--- src/rtl/axis_converter_lite_pkg_prm.sv ---
// Shared constants for the AXI-Stream <-> AXI-Lite converters.
// Latency: n/a (constants only).
// Backpressure: n/a.
package axis_converter_lite_pkg_prm;

  localparam int AXI_DATA_WIDTH = 32;
  localparam int AXI_ADDR_WIDTH = 32;
  localparam logic [AXI_ADDR_WIDTH-1:0] AXI_ADDR = 32'h0000_0001;
  localparam logic [1:0] RESP_OKAY = 2'b00;

endpackage

--- src/rtl/axis_converter_lite_master.sv ---
// AXI-Stream to AXI-Lite master bridge: stream words become AXI-Lite writes to
// AXI_ADDR; when rd_en is set, AXI_ADDR is polled and OKAY read data is streamed out.
// Latency: write AW/W 1 cycle after stream handshake; m_axis valid 1 cycle after R handshake.
// Backpressure: s_axis_tready low while a write is in flight; no new AR while m_axis word is pending.
//
// Ports:
//   aclk, aresetn          clock, async active-low reset
//   rd_en                  read-poll enable (sampled when the read side is idle)
//   s_axis_*               stream input, one word -> one AXI-Lite write
//   m_axis_*               stream output, one word per OKAY read
//   m_axil_*               AXI-Lite master (AW/W/B/AR/R)
//   wr_err, rd_err         one-cycle pulses on non-OKAY bresp / rresp
module axis_converter_lite_master
  import axis_converter_lite_pkg_prm::*;
(
  input  logic                        aclk,
  input  logic                        aresetn,
  input  logic                        rd_en,
  input  logic [AXI_DATA_WIDTH-1:0]   s_axis_tdata,
  input  logic                        s_axis_tvalid,
  output logic                        s_axis_tready,
  output logic [AXI_DATA_WIDTH-1:0]   m_axis_tdata,
  output logic                        m_axis_tvalid,
  input  logic                        m_axis_tready,
  output logic [AXI_ADDR_WIDTH-1:0]   m_axil_awaddr,
  output logic [2:0]                  m_axil_awprot,
  output logic                        m_axil_awvalid,
  input  logic                        m_axil_awready,
  output logic [AXI_DATA_WIDTH-1:0]   m_axil_wdata,
  output logic [AXI_DATA_WIDTH/8-1:0] m_axil_wstrb,
  output logic                        m_axil_wvalid,
  input  logic                        m_axil_wready,
  input  logic [1:0]                  m_axil_bresp,
  input  logic                        m_axil_bvalid,
  output logic                        m_axil_bready,
  output logic [AXI_ADDR_WIDTH-1:0]   m_axil_araddr,
  output logic [2:0]                  m_axil_arprot,
  output logic                        m_axil_arvalid,
  input  logic                        m_axil_arready,
  input  logic [AXI_DATA_WIDTH-1:0]   m_axil_rdata,
  input  logic [1:0]                  m_axil_rresp,
  input  logic                        m_axil_rvalid,
  output logic                        m_axil_rready,
  output logic                        wr_err,
  output logic                        rd_err
);

  localparam logic [1:0] WR_IDLE = 2'd0;
  localparam logic [1:0] WR_REQ  = 2'd1;
  localparam logic [1:0] WR_RESP = 2'd2;

  localparam logic [1:0] RD_IDLE = 2'd0;
  localparam logic [1:0] RD_ADDR = 2'd1;
  localparam logic [1:0] RD_DATA = 2'd2;
  localparam logic [1:0] RD_PUSH = 2'd3;

  // ---------------- write side ----------------
  logic [1:0]                wr_state_q, wr_state_d;
  logic                      s_tready_q, s_tready_d;
  logic                      awvalid_q, awvalid_d;
  logic                      wvalid_q, wvalid_d;
  logic                      bready_q, bready_d;
  logic                      aw_done_q, aw_done_d;
  logic                      w_done_q, w_done_d;
  logic [AXI_ADDR_WIDTH-1:0] awaddr_q, awaddr_d;
  logic [AXI_DATA_WIDTH-1:0] wdata_q, wdata_d;
  logic                      wr_err_q, wr_err_d;

  always_comb begin
    wr_state_d = wr_state_q;
    s_tready_d = s_tready_q;
    awvalid_d  = awvalid_q;
    wvalid_d   = wvalid_q;
    bready_d   = bready_q;
    aw_done_d  = aw_done_q;
    w_done_d   = w_done_q;
    awaddr_d   = awaddr_q;
    wdata_d    = wdata_q;
    wr_err_d   = 1'b0;
    case (wr_state_q)
      WR_IDLE: begin
        // tready comes up on the first edge after reset, never combinationally.
        s_tready_d = 1'b1;
        if (s_axis_tvalid && s_tready_q) begin
          s_tready_d = 1'b0;
          wdata_d    = s_axis_tdata;
          awaddr_d   = AXI_ADDR;
          awvalid_d  = 1'b1;
          wvalid_d   = 1'b1;
          aw_done_d  = 1'b0;
          w_done_d   = 1'b0;
          wr_state_d = WR_REQ;
        end
      end
      WR_REQ: begin
        // AW and W retire independently, in any order or together.
        if (awvalid_q && m_axil_awready) begin
          awvalid_d = 1'b0;
          aw_done_d = 1'b1;
        end
        if (wvalid_q && m_axil_wready) begin
          wvalid_d = 1'b0;
          w_done_d = 1'b1;
        end
        if (aw_done_d && w_done_d) begin
          bready_d   = 1'b1;
          wr_state_d = WR_RESP;
        end
      end
      WR_RESP: begin
        if (bready_q && m_axil_bvalid) begin
          bready_d   = 1'b0;
          wr_err_d   = (m_axil_bresp != RESP_OKAY);  // failed word is dropped, no retry
          s_tready_d = 1'b1;
          wr_state_d = WR_IDLE;
        end
      end
      default: wr_state_d = WR_IDLE;
    endcase
  end

  always_ff @(posedge aclk or negedge aresetn) begin
    if (!aresetn) begin
      wr_state_q <= WR_IDLE;
      s_tready_q <= 1'b0;
      awvalid_q  <= 1'b0;
      wvalid_q   <= 1'b0;
      bready_q   <= 1'b0;
      aw_done_q  <= 1'b0;
      w_done_q   <= 1'b0;
      awaddr_q   <= '0;
      wdata_q    <= '0;
      wr_err_q   <= 1'b0;
    end else begin
      wr_state_q <= wr_state_d;
      s_tready_q <= s_tready_d;
      awvalid_q  <= awvalid_d;
      wvalid_q   <= wvalid_d;
      bready_q   <= bready_d;
      aw_done_q  <= aw_done_d;
      w_done_q   <= w_done_d;
      awaddr_q   <= awaddr_d;
      wdata_q    <= wdata_d;
      wr_err_q   <= wr_err_d;
    end
  end

  // ---------------- read side ----------------
  logic [1:0]                rd_state_q, rd_state_d;
  logic                      arvalid_q, arvalid_d;
  logic                      rready_q, rready_d;
  logic [AXI_ADDR_WIDTH-1:0] araddr_q, araddr_d;
  logic [AXI_DATA_WIDTH-1:0] m_tdata_q, m_tdata_d;
  logic                      m_tvalid_q, m_tvalid_d;
  logic                      rd_err_q, rd_err_d;

  always_comb begin
    rd_state_d = rd_state_q;
    arvalid_d  = arvalid_q;
    rready_d   = rready_q;
    araddr_d   = araddr_q;
    m_tdata_d  = m_tdata_q;
    m_tvalid_d = m_tvalid_q;
    rd_err_d   = 1'b0;
    case (rd_state_q)
      RD_IDLE: begin
        if (rd_en) begin
          arvalid_d  = 1'b1;
          araddr_d   = AXI_ADDR;
          rd_state_d = RD_ADDR;
        end
      end
      RD_ADDR: begin
        if (arvalid_q && m_axil_arready) begin
          arvalid_d  = 1'b0;
          rready_d   = 1'b1;
          rd_state_d = RD_DATA;
        end
      end
      RD_DATA: begin
        if (rready_q && m_axil_rvalid) begin
          rready_d = 1'b0;
          if (m_axil_rresp == RESP_OKAY) begin
            m_tdata_d  = m_axil_rdata;
            m_tvalid_d = 1'b1;
            rd_state_d = RD_PUSH;
          end else begin
            rd_err_d   = 1'b1;
            rd_state_d = RD_IDLE;
          end
        end
      end
      RD_PUSH: begin
        // Polling pauses here until the downstream consumer takes the word.
        if (m_tvalid_q && m_axis_tready) begin
          m_tvalid_d = 1'b0;
          m_tdata_d  = '0;
          rd_state_d = RD_IDLE;
        end
      end
      default: rd_state_d = RD_IDLE;
    endcase
  end

  always_ff @(posedge aclk or negedge aresetn) begin
    if (!aresetn) begin
      rd_state_q <= RD_IDLE;
      arvalid_q  <= 1'b0;
      rready_q   <= 1'b0;
      araddr_q   <= '0;
      m_tdata_q  <= '0;
      m_tvalid_q <= 1'b0;
      rd_err_q   <= 1'b0;
    end else begin
      rd_state_q <= rd_state_d;
      arvalid_q  <= arvalid_d;
      rready_q   <= rready_d;
      araddr_q   <= araddr_d;
      m_tdata_q  <= m_tdata_d;
      m_tvalid_q <= m_tvalid_d;
      rd_err_q   <= rd_err_d;
    end
  end

  assign s_axis_tready  = s_tready_q;
  assign m_axil_awaddr  = awaddr_q;
  assign m_axil_awprot  = 3'b000;
  assign m_axil_awvalid = awvalid_q;
  assign m_axil_wdata   = wdata_q;
  assign m_axil_wstrb   = '1;
  assign m_axil_wvalid  = wvalid_q;
  assign m_axil_bready  = bready_q;
  assign wr_err         = wr_err_q;
  assign m_axil_araddr  = araddr_q;
  assign m_axil_arprot  = 3'b000;
  assign m_axil_arvalid = arvalid_q;
  assign m_axil_rready  = rready_q;
  assign m_axis_tdata   = m_tdata_q;
  assign m_axis_tvalid  = m_tvalid_q;
  assign rd_err         = rd_err_q;

endmodule

--- config.mk ---
export PLATFORM = sky130hd
export DESIGN_NAME = axis_converter_lite_master
export DESIGN_NICKNAME = d
export VERILOG_FILES = /design/src/rtl/axis_converter_lite_pkg_prm.sv /design/src/rtl/axis_converter_lite_master.sv
export SDC_FILE = /design/constraint.sdc
export NUM_CORES = 1
export LEC_CHECK = 0
export CORE_MARGIN = 2
export CORE_UTILIZATION = 38
export CTS_CLUSTER_SIZE = 40
export DETAILED_ROUTE_END_ITERATION = 12
export GPL_ROUTABILITY_DRIVEN = 0
export HOLD_SLACK_MARGIN = 0.05
export PLACE_DENSITY = 0.8
export SLEW_MARGIN = 20
export SYNTH_ARGS = -nofsm -noshare
export SYNTH_HDL_FRONTEND = slang
export SYNTH_SLANG_ARGS = --single-unit
--- constraint.sdc ---
create_clock -name aclk -period 2 [get_ports aclk]
set_input_delay 0.4 -clock aclk [delete_from_list [all_inputs] [get_ports aclk]]
set_output_delay 0.4 -clock aclk [all_outputs]
set_load 0.02 [all_outputs]
==> results.py <==
metrics = {
    "worst_setup_path": {
        "critPathLaunchType": "flop",
        "worst_setup_path_end_kind": "primary output",
        "cp_data_required_time_ns": 1.60,
        "cpPeakStageDelay_ns": 0.65,
        "crit_chain": "clkdlybuf4s50_1",
        "critical_path.max_fanout": 5,
        "crit_buf_inv": 1,
        "crit_type": "reg2out",
        "crit_arrival_ns": 1.42,
        "critPathTopFamily": "buffers and inverters",
        "cp_slowest_cell": "clkdlybuf4s50_1",
    },
    "placement": {
        "placed_cells": 627,
        "io_buffers": 152,
        "dpl.hpwl_mm": 6.29,
        "detailedPlace.worstSlack_ns": 0.0756,
        "place_area_um2": 5310,
    },
    "cells_and_area": {
        "drive_gt1_frac": 0.119,
        "area_growth_pct": 41.6,
        "final_util": 0.559,
        "num-nets-final": 584,
        "stdcell_count": 644,
        "diodes": 0,
        "final_area_um2": 5520,
    },
    "run": {
        "drv_cap": 0,
    },
    "pwr": {
        "p_leak_nw": 2.65,
        "pwr_density_cell_nw_per_um2": 829,
        "p_seq_frac": 0.447,
        "sw_frac_of_total": 0.319,
        "clockPowerShare": 0.258,
        "ir_drop_uv": 465,
        "p_comb_frac": 0.295,
        "power_mw": 4.57,
        "p_switching_mw": 1.46,
        "intPower_mw": 3.11,
    },
    "clock_network": {
        "numCtsBuffers": 9,
        "insertion_delay_ns": 0.34,
        "clk_pin_slew_ns": 0.08,
        "clock-sinks": 81,
        "tritoncts": "done",
        "cts_buffer_depth": 2,
        "htreeDepth": 3,
        "cts_root_buffer": "clkbuf_8",
    },
    "floorplanning": {
        "die-height_um": 105,
        "start_util": 0.395,
        "die-area_um2": 11100,
        "io_pins": 225,
        "rows": 36,
        "die_w_um": 105,
        "core_um2": 9860,
    },
    "sta": {
        "slew_viol_final": 0,
        "worst_hold_slack_ns": 0.479,
        "skew_ns": 0.0136,
        "min_period_over_period": 0.911,
        "fin_ws_ns": 0.178,
        "max_freq_mhz": 549,
        "final.setup.tns_ns": 0,
        "fin_crit_ns": 1.82,
        "hold_violations": 0,
        "setup_viol_count_final": 0,
        "rsz0062_at_grt": "no",
    },
    "global_route": {
        "grt_pass1_wl_mm": 13.5,
        "grt_max_degree": 38,
        "antenna_found_initial": 0,
        "grt_overflow": 0,
        "grt_use_total": 0.150,
        "grt_pass1_vias": 2845,
    },
    "drt": {
        "wl_mm": 8.31,
        "drtIter0Drc": 74,
        "ant_nets": 0,
        "drc_errors": 0,
        "wire_per_inst_um": 12.9,
        "vias_per_cell": 4.29,
        "route.vias.total": 2762,
        "dr.pass1.iters": 4,
    },
    "status": {
        "outcome": "complete, no violations",
    },
    "logic_synthesis": {
        "yosysWarnings": 0,
        "ys_top_cells_by_area": "dfrtp_1 52%, buf_4 14%, mux2_2 9.2%",
        "yosys_most_used_dff": "dfrtp_1",
        "ys_ff_latch": 81,
        "synth_common_cells": "81 x dfrtp_1, 74 x buf_4, 42 x nand2_1",
        "async_reset_ff_frac": 1.00,
        "synth.avg_cell_area_um2": 11.2,
        "netlist_area_um2": 3900,
        "yosysTopAreaCell": "dfrtp_1",
        "yosysSeqAreaShare": 0.520,
        "synth_top_area_frac": 0.520,
        "synth_cell_types": 31,
        "synth-edff-count": 0,
        "syn_inst": 348,
        "synth.most_common_cell": "dfrtp_1",
    },
    "min_path": {
        "hold_path_class": "reg2reg",
    },
}
-- cells in the final DEF, fill, tap and decap left out --
cell,n
and2b_2,1
clkbuf_1,1
clkinvlp_4,2
nand3_2,1
a21boi_0,1
nand3b_1,1
o21ai_0,9
buf_4,6
dfrtp_1,81
o2bb2ai_1,1
nor3_1,3
o21a_1,1
a21o_1,4
nor4_4,1
and3b_2,1
and3_2,1
a21oi_1,4
nand2_1,42
nor2b_1,1
buf_12,2
a22o_1,1
mux2i_1,32
o31a_1,1
nand4_1,1
clkdlybuf4s50_1,151
mux2_2,32
dlygate4sd3_1,1
nor4b_1,1
nand4bb_2,1
clkbuf_8,10
clkinv_2,2
nand2b_1,2
bufinv_16,1
nor2_1,5
conb_1,72
inv_1,34
-- timing repair --
action                                 CTS  global route
hold buffers                             1             0
buffers inserted                         0             0
gates resized for setup                  0             0
endpoints found under the hold margin   31             0
-- sequential cells by signal, indices dropped and copies added (netlist names), 2 cells and up --
signal        count
m_axil_wdata     32
m_axis_tdata     32
rd_state_q        2
wr_state_q        2
-- path summary, 6_finish.rpt --
check / start / to / slack, ns / cells after the start
min in group asynchronous: aresetn / m_axil_arvalid$_DFFE_PN0P_ / 0.53 / 2
worst max register to register: rd_state_q[1]$_DFFE_PN0P_ / m_axis_tdata[17]$_DFFE_PN0P_ / 0.50 / 4
max in group asynchronous: aresetn / m_axis_tdata[8]$_DFFE_PN0P_ / 0.90 / 3
worst max-delay path: m_axil_rready$_DFFE_PN0P_ / m_axil_rready / 0.18 / 1
worst min register to register: m_axil_araddr[0]$_DFFE_PN0P_ / m_axil_araddr[0]$_DFFE_PN0P_ / 0.48 / 1
worst min-delay path: m_axil_araddr[0]$_DFFE_PN0P_ / m_axil_araddr[0]$_DFFE_PN0P_ / 0.48 / 1
-- final cells by class --
type | instances | area, um^2
flip-flops and latches | 81 | 2030
repair buffers | 160 | 1610
multi-input cells | 220 | 1390
clock inverters | 5 | 55.1
well taps | 133 | 166
clock buffers | 11 | 141
inverters | 34 | 128
fillers | 845 | 4350
-- logic make-up after synthesis --
group	count (synthesis)	share of synthesized area
buffers and inverters	117	0.191
flip-flops	81	0.520
AND/OR/NAND/NOR	62	0.0774
multiplexers	64	0.175
AO/OA/AOI/OAI	22	0.0350
other	2	0.00193
-- routing by layer --
layer | part of all wire | vias up | wire length (um) | GRT usage
li1 | - | 1289 | - | -
met1 | 0.39 | 1317 | 3270 | 0.174
met2 | 0.50 | 142 | 4120 | 0.256
met3 | 0.092 | 14 | 763 | 0.0563
met4 | 0.018 | 0 | 153 | 0.0505
met5 | 0 | - | 0 | 0
-- power by group through the flow --
stage          clock network [mW]  logic [mW]  registers, mW
3_3_place_gp                    0        1.32           2.07
4_1_cts                      1.23        1.36           2.05
2_1_floorplan                   0       0.519           2.29
5_1_grt                      1.30        1.45           2.08
3_5_place_dp                    0        1.36           2.07
6_report                     1.18        1.35           2.05
Note: power is estimated with default switching activity, not from simulation.
